### src/rtl/pipe_adder_pkg.sv
// Shared constants for the pipelined adder: operation modes and the
// parameter-legality checks used at elaboration time.
package pipe_adder_pkg;

    localparam logic ADD = 1'b0;
    localparam logic SUB = 1'b1;

    localparam int MIN_WIDTH  = 8;
    localparam int MAX_WIDTH  = 64;
    localparam int MIN_STAGES = 1;
    localparam int MAX_STAGES = 4;

    function automatic bit width_ok(input int w);
        return (w >= MIN_WIDTH) && (w <= MAX_WIDTH);
    endfunction

    function automatic bit stages_ok(input int s);
        return (s >= MIN_STAGES) && (s <= MAX_STAGES);
    endfunction

    function automatic bit divisible_ok(input int w, input int s);
        return (s > 0) && ((w % s) == 0);
    endfunction

endpackage

### src/rtl/pipe_adder_slice.sv
// Combinational ripple adder for one slice of the pipelined datapath;
// the carry-in lets consecutive slices be chained across pipeline stages.
module adder_slice #(
    parameter int W = 16
) (
    input  logic [W-1:0] a,
    input  logic [W-1:0] b,
    input  logic         cin,
    output logic [W-1:0] sum,
    output logic         cout
);

    logic [W:0] total;

    assign total = {1'b0, a} + {1'b0, b} + {{W{1'b0}}, cin};
    assign sum   = total[W-1:0];
    assign cout  = total[W];

endmodule

### src/rtl/pipe_adder.sv
// Pipelined add/subtract unit: one WIDTH/STAGES-bit slice is added per stage,
// with a global valid/ready handshake that freezes the whole pipe on a stall.
module pipe_adder
    import pipe_adder_pkg::*;
#(
    parameter int WIDTH  = 32,
    parameter int STAGES = 2
) (
    input  logic             clk,
    input  logic             reset,
    input  logic             in_valid,
    output logic             in_ready,
    input  logic [WIDTH-1:0] A,
    input  logic [WIDTH-1:0] B,
    input  logic             sub,
    output logic             out_valid,
    input  logic             out_ready,
    output logic [WIDTH-1:0] result,
    output logic             carry_out,
    output logic             overflow,
    output logic             zero
);

    localparam int SW = WIDTH / STAGES;

    if (!width_ok(WIDTH)) begin : g_bad_width
        $error("pipe_adder: WIDTH must be within 8..64");
    end
    if (!stages_ok(STAGES)) begin : g_bad_stages
        $error("pipe_adder: STAGES must be within 1..4");
    end
    if (!divisible_ok(WIDTH, STAGES)) begin : g_bad_split
        $error("pipe_adder: WIDTH must be divisible by STAGES");
    end

    logic stall;
    logic a_msb;
    logic b_msb;

    assign stall    = out_valid && !out_ready;
    assign in_ready = !stall;

    // Stage k adds slice k. Each stage register keeps the finished low sum
    // bits plus only the operand bits later stages still need; the last
    // stage keeps just the operand MSBs for the overflow decision.
    for (genvar k = 0; k < STAGES; k++) begin : g_stage
        localparam int CW   = WIDTH - k * SW;
        localparam bit LAST = (k == STAGES - 1);
        localparam int UW   = LAST ? 1 : CW - SW;
        localparam int HI   = (k + 1) * SW;

        logic [CW-1:0] a_cur;
        logic [CW-1:0] b_cur;
        logic          cin_cur;
        logic          vld_cur;
        logic [SW-1:0] slice_sum;
        logic          slice_cout;
        logic [HI-1:0] sum_next;
        logic [UW-1:0] a_keep;
        logic [UW-1:0] b_keep;

        logic          vld_q;
        logic          carry_q;
        logic [HI-1:0] sum_q;
        logic [UW-1:0] a_q;
        logic [UW-1:0] b_q;

        if (k == 0) begin : g_first
            assign a_cur    = A;
            assign b_cur    = (sub == SUB) ? ~B : B;
            assign cin_cur  = (sub == ADD) ? 1'b0 : 1'b1;
            assign vld_cur  = in_valid;
            assign sum_next = slice_sum;
        end else begin : g_next
            assign a_cur    = g_stage[k-1].a_q;
            assign b_cur    = g_stage[k-1].b_q;
            assign cin_cur  = g_stage[k-1].carry_q;
            assign vld_cur  = g_stage[k-1].vld_q;
            assign sum_next = {slice_sum, g_stage[k-1].sum_q};
        end

        if (LAST) begin : g_keep_msb
            assign a_keep = a_cur[CW-1];
            assign b_keep = b_cur[CW-1];
        end else begin : g_keep_hi
            assign a_keep = a_cur[CW-1:SW];
            assign b_keep = b_cur[CW-1:SW];
        end

        adder_slice #(.W(SW)) u_slice (
            .a    (a_cur[SW-1:0]),
            .b    (b_cur[SW-1:0]),
            .cin  (cin_cur),
            .sum  (slice_sum),
            .cout (slice_cout)
        );

        always_ff @(posedge clk or posedge reset) begin
            if (reset) begin
                vld_q   <= 1'b0;
                carry_q <= 1'b0;
                sum_q   <= '0;
                a_q     <= '0;
                b_q     <= '0;
            end else if (!stall) begin
                vld_q   <= vld_cur;
                carry_q <= slice_cout;
                sum_q   <= sum_next;
                a_q     <= a_keep;
                b_q     <= b_keep;
            end
        end
    end

    assign out_valid = g_stage[STAGES-1].vld_q;
    assign result    = g_stage[STAGES-1].sum_q;
    assign carry_out = g_stage[STAGES-1].carry_q;
    assign a_msb     = g_stage[STAGES-1].a_q[0];
    assign b_msb     = g_stage[STAGES-1].b_q[0];

    // Flags are qualified by out_valid so a freshly reset pipe reports 0.
    assign overflow = out_valid && (a_msb == b_msb) && (result[WIDTH-1] != a_msb);
    assign zero     = out_valid && (result == '0);

endmodule
### config.mk
export PLATFORM = sky130hd
export DESIGN_NAME = pipe_adder
export DESIGN_NICKNAME = d
export VERILOG_FILES = /design/src/rtl/pipe_adder_pkg.sv /design/src/rtl/pipe_adder_slice.sv /design/src/rtl/pipe_adder.sv
export SDC_FILE = /design/constraint.sdc
export NUM_CORES = 1
export LEC_CHECK = 0
export BUFFER_PORTS_ARGS = -buffer_cell sky130_fd_sc_hd__clkbuf_2
export CORE_MARGIN = 2
export CORE_UTILIZATION = 35
export CTS_CLUSTER_SIZE = 14
export DETAILED_ROUTE_END_ITERATION = 10
export PLACE_DENSITY_LB_ADDON = 0.12
export SLEW_MARGIN = 20
export SYNTH_ARGS = -nofsm -noshare
export SYNTH_HDL_FRONTEND = slang
export SYNTH_SLANG_ARGS = --single-unit
### constraint.sdc
create_clock -name clk -period 7.5 [get_ports clk]
set_input_delay 0.75 -clock clk [delete_from_list [all_inputs] [get_ports clk]]
set_output_delay 0.75 -clock clk [all_outputs]
set_load 0.01 [all_outputs]
==> results of run 1 <==
## final cells by class
cell class	count	area, um2
Clock buffer	12	236
Sequential cell	86	2150
Timing Repair Buffer	109	559
Tap cell	180	225
Inverter	10	38.8
Fill cell	1430	8020
Clock inverter	2	35.0
Multi-Input combinational cell	448	2720
## sequential cells by signal, summed over array words and instances, names as in the netlist, 16 cells and up
signal	cells
result	32
g_stage.a_q	16
g_stage.sum_q	16
g_stage.b_q	16
## final timing paths
kind,startpoint,to,slack (ns),cells past startpoint
worst max-delay path,sub,g_stage[0].sum_q[12]$_DFFE_PP0N_,4.14,11
worst min-delay path,g_stage[0].vld_q$_DFFE_PP0N_,out_valid$_DFFE_PP0N_,0.46,1
worst max register to register,g_stage[0].carry_q$_DFFE_PP0N_,result[30]$_DFFE_PP0N_,4.61,9
worst min register to register,g_stage[0].vld_q$_DFFE_PP0N_,out_valid$_DFFE_PP0N_,0.46,1
max in group asynchronous,reset,g_stage[0].b_q[10]$_DFFE_PP0N_,6.35,3
min in group asynchronous,reset,result[17]$_DFFE_PP0N_,0.63,3
## per-stage QoR
| stage | setup WS [ns] | total power, mW |
|---|---|---|
| final | 4.14 | 1.72 |
| after floorplan | 4.33 | 1.10 |
| after global placement | 3.84 | 1.31 |
| after global routing | 3.92 | 1.86 |
| after detailed placement | 3.77 | 1.32 |
| after CTS | 4.12 | 1.75 |
## worst max-delay path, delay by kind of cell
family,cells,cell delay [ns]
xor gates and xnor gates,1,0.24
AOI/OAI and AO/OA,5,1.06
and+or+nand+nor,2,0.20
adders and majority gates,1,0.47
buffers and inverters,2,0.88
## where the power goes
group / total (mW) / internal, mW / switching [mW] / leakage, nW
sequential: 0.704 / 0.596 / 0.108 / 1.02
clock: 0.421 / 0.254 / 0.167 / 0.132
combinational: 0.598 / 0.259 / 0.339 / 1.78
## kinds of logic after synthesis
family,synth area share (%)
buf+inv,3.69
compound gates,13.8
xor+xnor,8.85
flops,42.6
mux,0.867
simple gates,21.6
fa+ha+maj,8.62
## cells in the final DEF, fill, tap and decap left out, drive strengths merged, types with 2 or more instances in the layout
master	count
o21bai	3
and2	2
dfrtp	86
nor4	7
clkbuf	117
nor3	11
a221oi	2
or4	2
or3	3
mux2i	4
nand3	12
a31oi	2
clkinv	2
xor2	22
a21oi	38
buf	4
nand4	2
o21a	2
nor3b	4
o21ai	42
fa	3
nand2b	5
a21o	7
a211oi	7
nor2	33
nor2b	5
nand2	156
o31ai	3
inv	9
ha	30
xnor2	29
## routing by layer
| layer | wire [um] | up-vias | global-route usage [%] |
|---|---|---|---|
| li1 | - | 2122 | - |
| met1 | 5830 | 1925 | 22.7 |
| met5 | 0 | - | 0 |
| met2 | 5550 | 83 | 25.9 |
| met4 | 130 | 0 | 4.63 |
| met3 | 457 | 10 | 2.61 |
==> metrics.md, run 1 <==
| Metric | Value |
|---|---|
| Crit Path Max Fanout | `32` |
| Vias in the first global route | `3818` |
| Cells along the critical path | `clkbuf_2 -> xor2_1 -> inv_1 -> fa_1 -> nor2b_4 -> o31a_4 -> nor3_4 -> o31ai_2 -> a21o_1 -> a211oi_1 -> o31ai_1` |
| Period utilization | `44.9%` |
| Worst Tran Pin Value | `1.08 ns` |
| EDFF count, synth | `0` |
| Cell Area, Placed | `5690 um2` |
| CP Launch Type | `input pin` |
| Root Driver | `clkbuf_16` |
| GR Util All Layers | `16.2%` |
| Clock sinks | `86` |
| Worst-Skew Late Latency | `0.33 ns` |
| YS warnings | `0` |
| Worst-path clk slew | `0.06 ns` |
| Std cell rows | `43` |
| Clock tree buffer depth | `2` |
| Delay of the slowest critical-path stage | `0.79 ns` |
| Synth unique cells | `56` |
| Resized cells post-CTS | `0` |
| Height of the die | `124 um` |
| I/O Buffers | `105` |
| Synth Cell Area | `5050 um2` |
| Total of max-cap violations | `0` |
| Commonest cells post-synth | `156 x nand2_1, 86 x dfrtp_1, 38 x a21oi_1, 38 x o21ai_0, 33 x nor2_1` |
| Required time of the critical path | `7.73 ns` |
| Setup TNS Final | `0 ns` |
| P&R area growth vs syn | `18.1%` |
| Worst path arrival time | `3.60 ns` |
| Synth area leaders | `dfrtp_1 43%, nand2_1 12%, ha_1 7.4%, xnor2_1 5.0%, xor2_1 3.8%` |
| Post-Place Cells | `833` |
| Die area | `15400 um2` |
| Net count after synthesis | `671` |
| CTS tree | `built` |
| Floorplan core area | `14000 um2` |
| Largest area contributor in the synthesized netlist | `dfrtp_1` |
| Pins over their slew limit | `0` |
| Post-CTS Setup Inserts | `0` |
| Achievable Freq | `297 MHz` |
| Nets | `766` |
| Relative slew slack | `28.3%` |
| Status | `completed` |
| Finished Cell Area | `5960 um2` |
| Final WL | `12.0 mm` |
| Crit Path Class | `input pin to flop` |
| Slowest cell on crit path | `clkbuf_2` |
| Vias post-DR | `4140` |
| PwrDens | `289 nW/um2` |
| Vias per cell | `4.89` |
| Drt pass-1 iters | `5` |
| Synth top area share | `42.6%` |
| Initial Util | `36.1%` |
| DP HPWL | `8.72 mm` |
| VDD IR-drop max | `0.132 mV` |
| Skew final | `0.00733 ns` |
| Syn Inst Count | `569` |
| Leakage | `2.93 nW` |
| Final Hold Viols | `0` |
| Min Tclk post-route | `3.36 ns` |
| Fin util | `42.6%` |
| Largest net degree at the start of global routing | `87` |
| Hold Crit Class | `flop to flop` |
| Avg WL per Cell | `14.1 um` |
| Die Wd | `124 um` |
| Gpl congestion | `0.853` |
| Total grt overflow | `0` |
| Post-DRT Antenna Nets | `0` |
| Top-count cell post-synth | `nand2_1` |
| Ratio of cells with drive above 1 in the final layout | `20.2%` |
| Seq cells post-synth | `86` |
| RSZ-0062 raised after global routing | `no` |
| Dominant synthesized flop cell | `dfrtp_1` |
| CTS H-tree depth | `3` |
| Non-filler cells, final | `847` |
| Synthesized area per cell | `8.87 um2` |
| Worst setup EP type | `flop` |
| Setup violations, final | `0` |
| Fraction of registers with async set/reset | `100%` |
| Initial antenna violation count | `0` |
| Iteration-0 DRC Markers | `381` |
| Post-CTS Hold Buffers | `0` |
| Boundary Pins | `106` |
| Final hold slack | `0.465 ns` |
| Post-synthesis sequential area ratio | `42.6%` |
| First-pass GRT wire length | `19.3 mm` |
| Diode count | `0` |
| # DRC | `0` |
| Total CTS buffers | `9` |
Power figures use the tool's default switching activity.
==> inputs of run 2 (changes only) <==
--- a/config.mk
+++ b/config.mk
@@ -5,6 +5,7 @@
 export SDC_FILE = /design/constraint.sdc
 export NUM_CORES = 1
 export LEC_CHECK = 0
+export ABC_AREA = 1
 export BUFFER_PORTS_ARGS = -buffer_cell sky130_fd_sc_hd__clkbuf_2
 export CORE_MARGIN = 2
 export CORE_UTILIZATION = 35
==> constraint.sdc (replaced) <==
create_clock -name clk -period 3.2 [get_ports clk]
set_input_delay 0.32 -clock clk [delete_from_list [all_inputs] [get_ports clk]]
set_output_delay 0.32 -clock clk [all_outputs]
set_load 0.01 [all_outputs]
==> run 2 against run 1 <==
Against the previous run: first-iteration DRC count down 36%; sequential power grew 130%; largest cell class unchanged; count of clock-buffer cells in the layout fell by 1; setup slack worse by 3.1 ns; routed wire length rose by 9.1%; core utilization down 0.44 points; power is 150% higher.
==> metrics.md, run 2 <==
| Metric | Value |
|---|---|
| Setup violations, final | `0` |
| Setup TNS Final | `0 ns` |
| RSZ-0062 raised after global routing | `no` |
| Die Wd | `127 um` |
| Worst Reg-to-Reg Cells | `9` |
| Skew final | `0.00363 ns` |
| Multi-input gate area | `2810 um2` |
| Worst setup EP type | `flop` |
| Vias in the first global route | `4521` |
| Fraction of registers with async set/reset | `100%` |
| Total CTS buffers | `9` |
| Final hold slack | `0.0234 ns` |
| Worst-Skew Late Latency | `0.34 ns` |
| Period utilization | `66.5%` |
| Pins over their slew limit | `0` |
| P&R area growth vs syn | `19.2%` |
| PwrDens | `666 nW/um2` |
| Vias post-DR | `4687` |
| Total power | `4.22 mW` |
| Max reg flops | `32` |
| Initial antenna violation count | `0` |
| Floorplan core area | `15000 um2` |
| Synth area leaders | `dfrtp_1 40%, nand2_1 16%, ha_1 7.1%, inv_1 4.1%, o21ai_0 3.9%` |
| Dominant synthesized flop cell | `dfrtp_1` |
| Gpl congestion | `0.851` |
| Synth Cell Area | `5320 um2` |
| Achievable Freq | `470 MHz` |
| CP Launch Type | `flop` |
| CTS H-tree depth | `3` |
| I/O Buffers | `105` |
| Crit Path Max Fanout | `5` |
| YS warnings | `0` |
| Net count after synthesis | `791` |
| Vias per cell | `4.78` |
| Hold Crit Class | `input pin to async pin` |
| First-pass GRT wire length | `22.0 mm` |
| Final WL | `13.1 mm` |
| Synthesized area per cell | `7.72 um2` |
| Initial Util | `35.4%` |
| Seq cells post-synth | `86` |
| VDD IR-drop max | `0.309 mV` |
| Clock tree buffer depth | `2` |
| FILL cells | `1572` |
| Required time of the critical path | `3.43 ns` |
| Relative slew slack | `39.1%` |
| Diode count | `0` |
| Post-CTS Hold Buffers | `0` |
| Clock sinks | `86` |
| GR Util All Layers | `17.0%` |
| Synth top area share | `40.5%` |
| Post-synthesis sequential area ratio | `40.5%` |
| Ratio of cells with drive above 1 in the final layout | `20.6%` |
| # DRC | `0` |
| Height of the die | `127 um` |
| Total grt overflow | `0` |
| Worst Tran Pin Value | `0.913 ns` |
| CTS tree | `built` |
| Die area | `16200 um2` |
| Crit Path Class | `flop to flop` |
| Std cell rows | `45` |
| Largest net degree at the start of global routing | `98` |
| Resized cells post-CTS | `0` |
| Commonest cells post-synth | `233 x nand2_1, 86 x dfrtp_1, 58 x inv_1, 41 x o21ai_0, 37 x nand3_1` |
| Status | `completed` |
| Top-count cell post-synth | `nand2_1` |
| Drt pass-1 iters | `4` |
| Commonest non-fill, non-tap cells in the layout | `233 x nand2_1, 105 x clkbuf_2, 86 x dfrtp_1, 57 x inv_1, 41 x o21ai_0` |
| Leakage | `3.37 nW` |
| Worst path arrival time | `2.35 ns` |
| EDFF count, synth | `0` |
| Sequential Area | `2150 um2` |
| Most common cell after layout, fill and taps aside | `nand2_1` |
| Iteration-0 DRC Markers | `244` |
| DP HPWL | `9.98 mm` |
| Nets | `890` |
| Post-CTS Setup Inserts | `0` |
| Synth unique cells | `35` |
| Syn Inst Count | `689` |
| Avg WL per Cell | `13.3 um` |
| Worst-path clk slew | `0.06 ns` |
| Min Tclk post-route | `2.13 ns` |
| Root Driver | `clkbuf_16` |
| Post-DRT Antenna Nets | `0` |
| Final Hold Viols | `0` |
| Largest area contributor in the synthesized netlist | `dfrtp_1` |
| Total of max-cap violations | `0` |
| Boundary Pins | `106` |
[run 2: area by class of cell]
cell class / count / share of cell area, %
flip-flops and latches: 86 / 33.9
inverters: 65 / 3.87
multi-input cells: 516 / 44.3
well taps: 188 / 3.71
clock inverters: 4 / 1.10
repair buffers: 110 / 9.07
clock buffers: 11 / 3.98
[run 2: kinds of logic (layout without fill, tap and decap cells)]
kind of cell / Yosys count / in the layout / share of synthesized area (%)
buffers and inverters: 87 / 190 / 6.68
AOI/OAI and AO/OA: 95 / 95 / 9.88
DFF: 86 / 86 / 40.5
and+or+nand+nor: 349 / 349 / 28.4
adders and majority gates: 33 / 33 / 8.18
xor gates and xnor gates: 39 / 39 / 6.42
[run 2: power by group]
group	switching (mW)	internal, mW
Clock	0.421	0.719
Combinational	0.915	0.575
Sequential	0.215	1.38
Total	1.55	2.67
[run 2: path summary, 6_finish.rpt]
path                                                     start                              to  slack (ns)
worst max-delay path            g_stage[0].carry_q$_DFFE_PP0N_          result[22]$_DFFE_PP0N_        1.07
worst min-delay path                                     reset          result[19]$_DFFE_PP0N_        0.02
worst max register to register  g_stage[0].carry_q$_DFFE_PP0N_          result[22]$_DFFE_PP0N_        1.07
worst min register to register    g_stage[0].vld_q$_DFFE_PP0N_           out_valid$_DFFE_PP0N_        0.45
max in group asynchronous                                reset  g_stage[0].a_q[14]$_DFFE_PP0N_        2.39
min in group clk                                         A[25]   g_stage[0].a_q[9]$_DFFE_PP0N_        0.18
[run 2: per-layer routing]
layer,wire length [um],global-route usage (%)
met3,460,2.30
met1,6530,24.4
met4,170,5.69
met2,5900,26.5
met5,0,0
[run 2: stage by stage]
stage          area, um2  cells  util, %  setup WS (ns)
2_1_floorplan       5320    689        -          0.658
3_3_place_gp        6020    965     40.0          0.851
3_5_place_dp        6020    965     40.0          0.800
4_1_cts             6340    980     42.2           1.07
5_1_grt             6340    980     42.2          0.967
6_report            6340    980     42.2           1.07
[run 2: worst max-delay path: stages (launching register included)]
cell and delay (ns):
dfrtp_1 0.41, fa_1 0.48, fa_1 0.40, nand2_1 0.15, o21ai_4 0.09, nand2_2 0.08, nand2_4 0.06, or2_1 0.21
nand3_1 0.07, nand2_1 0.05
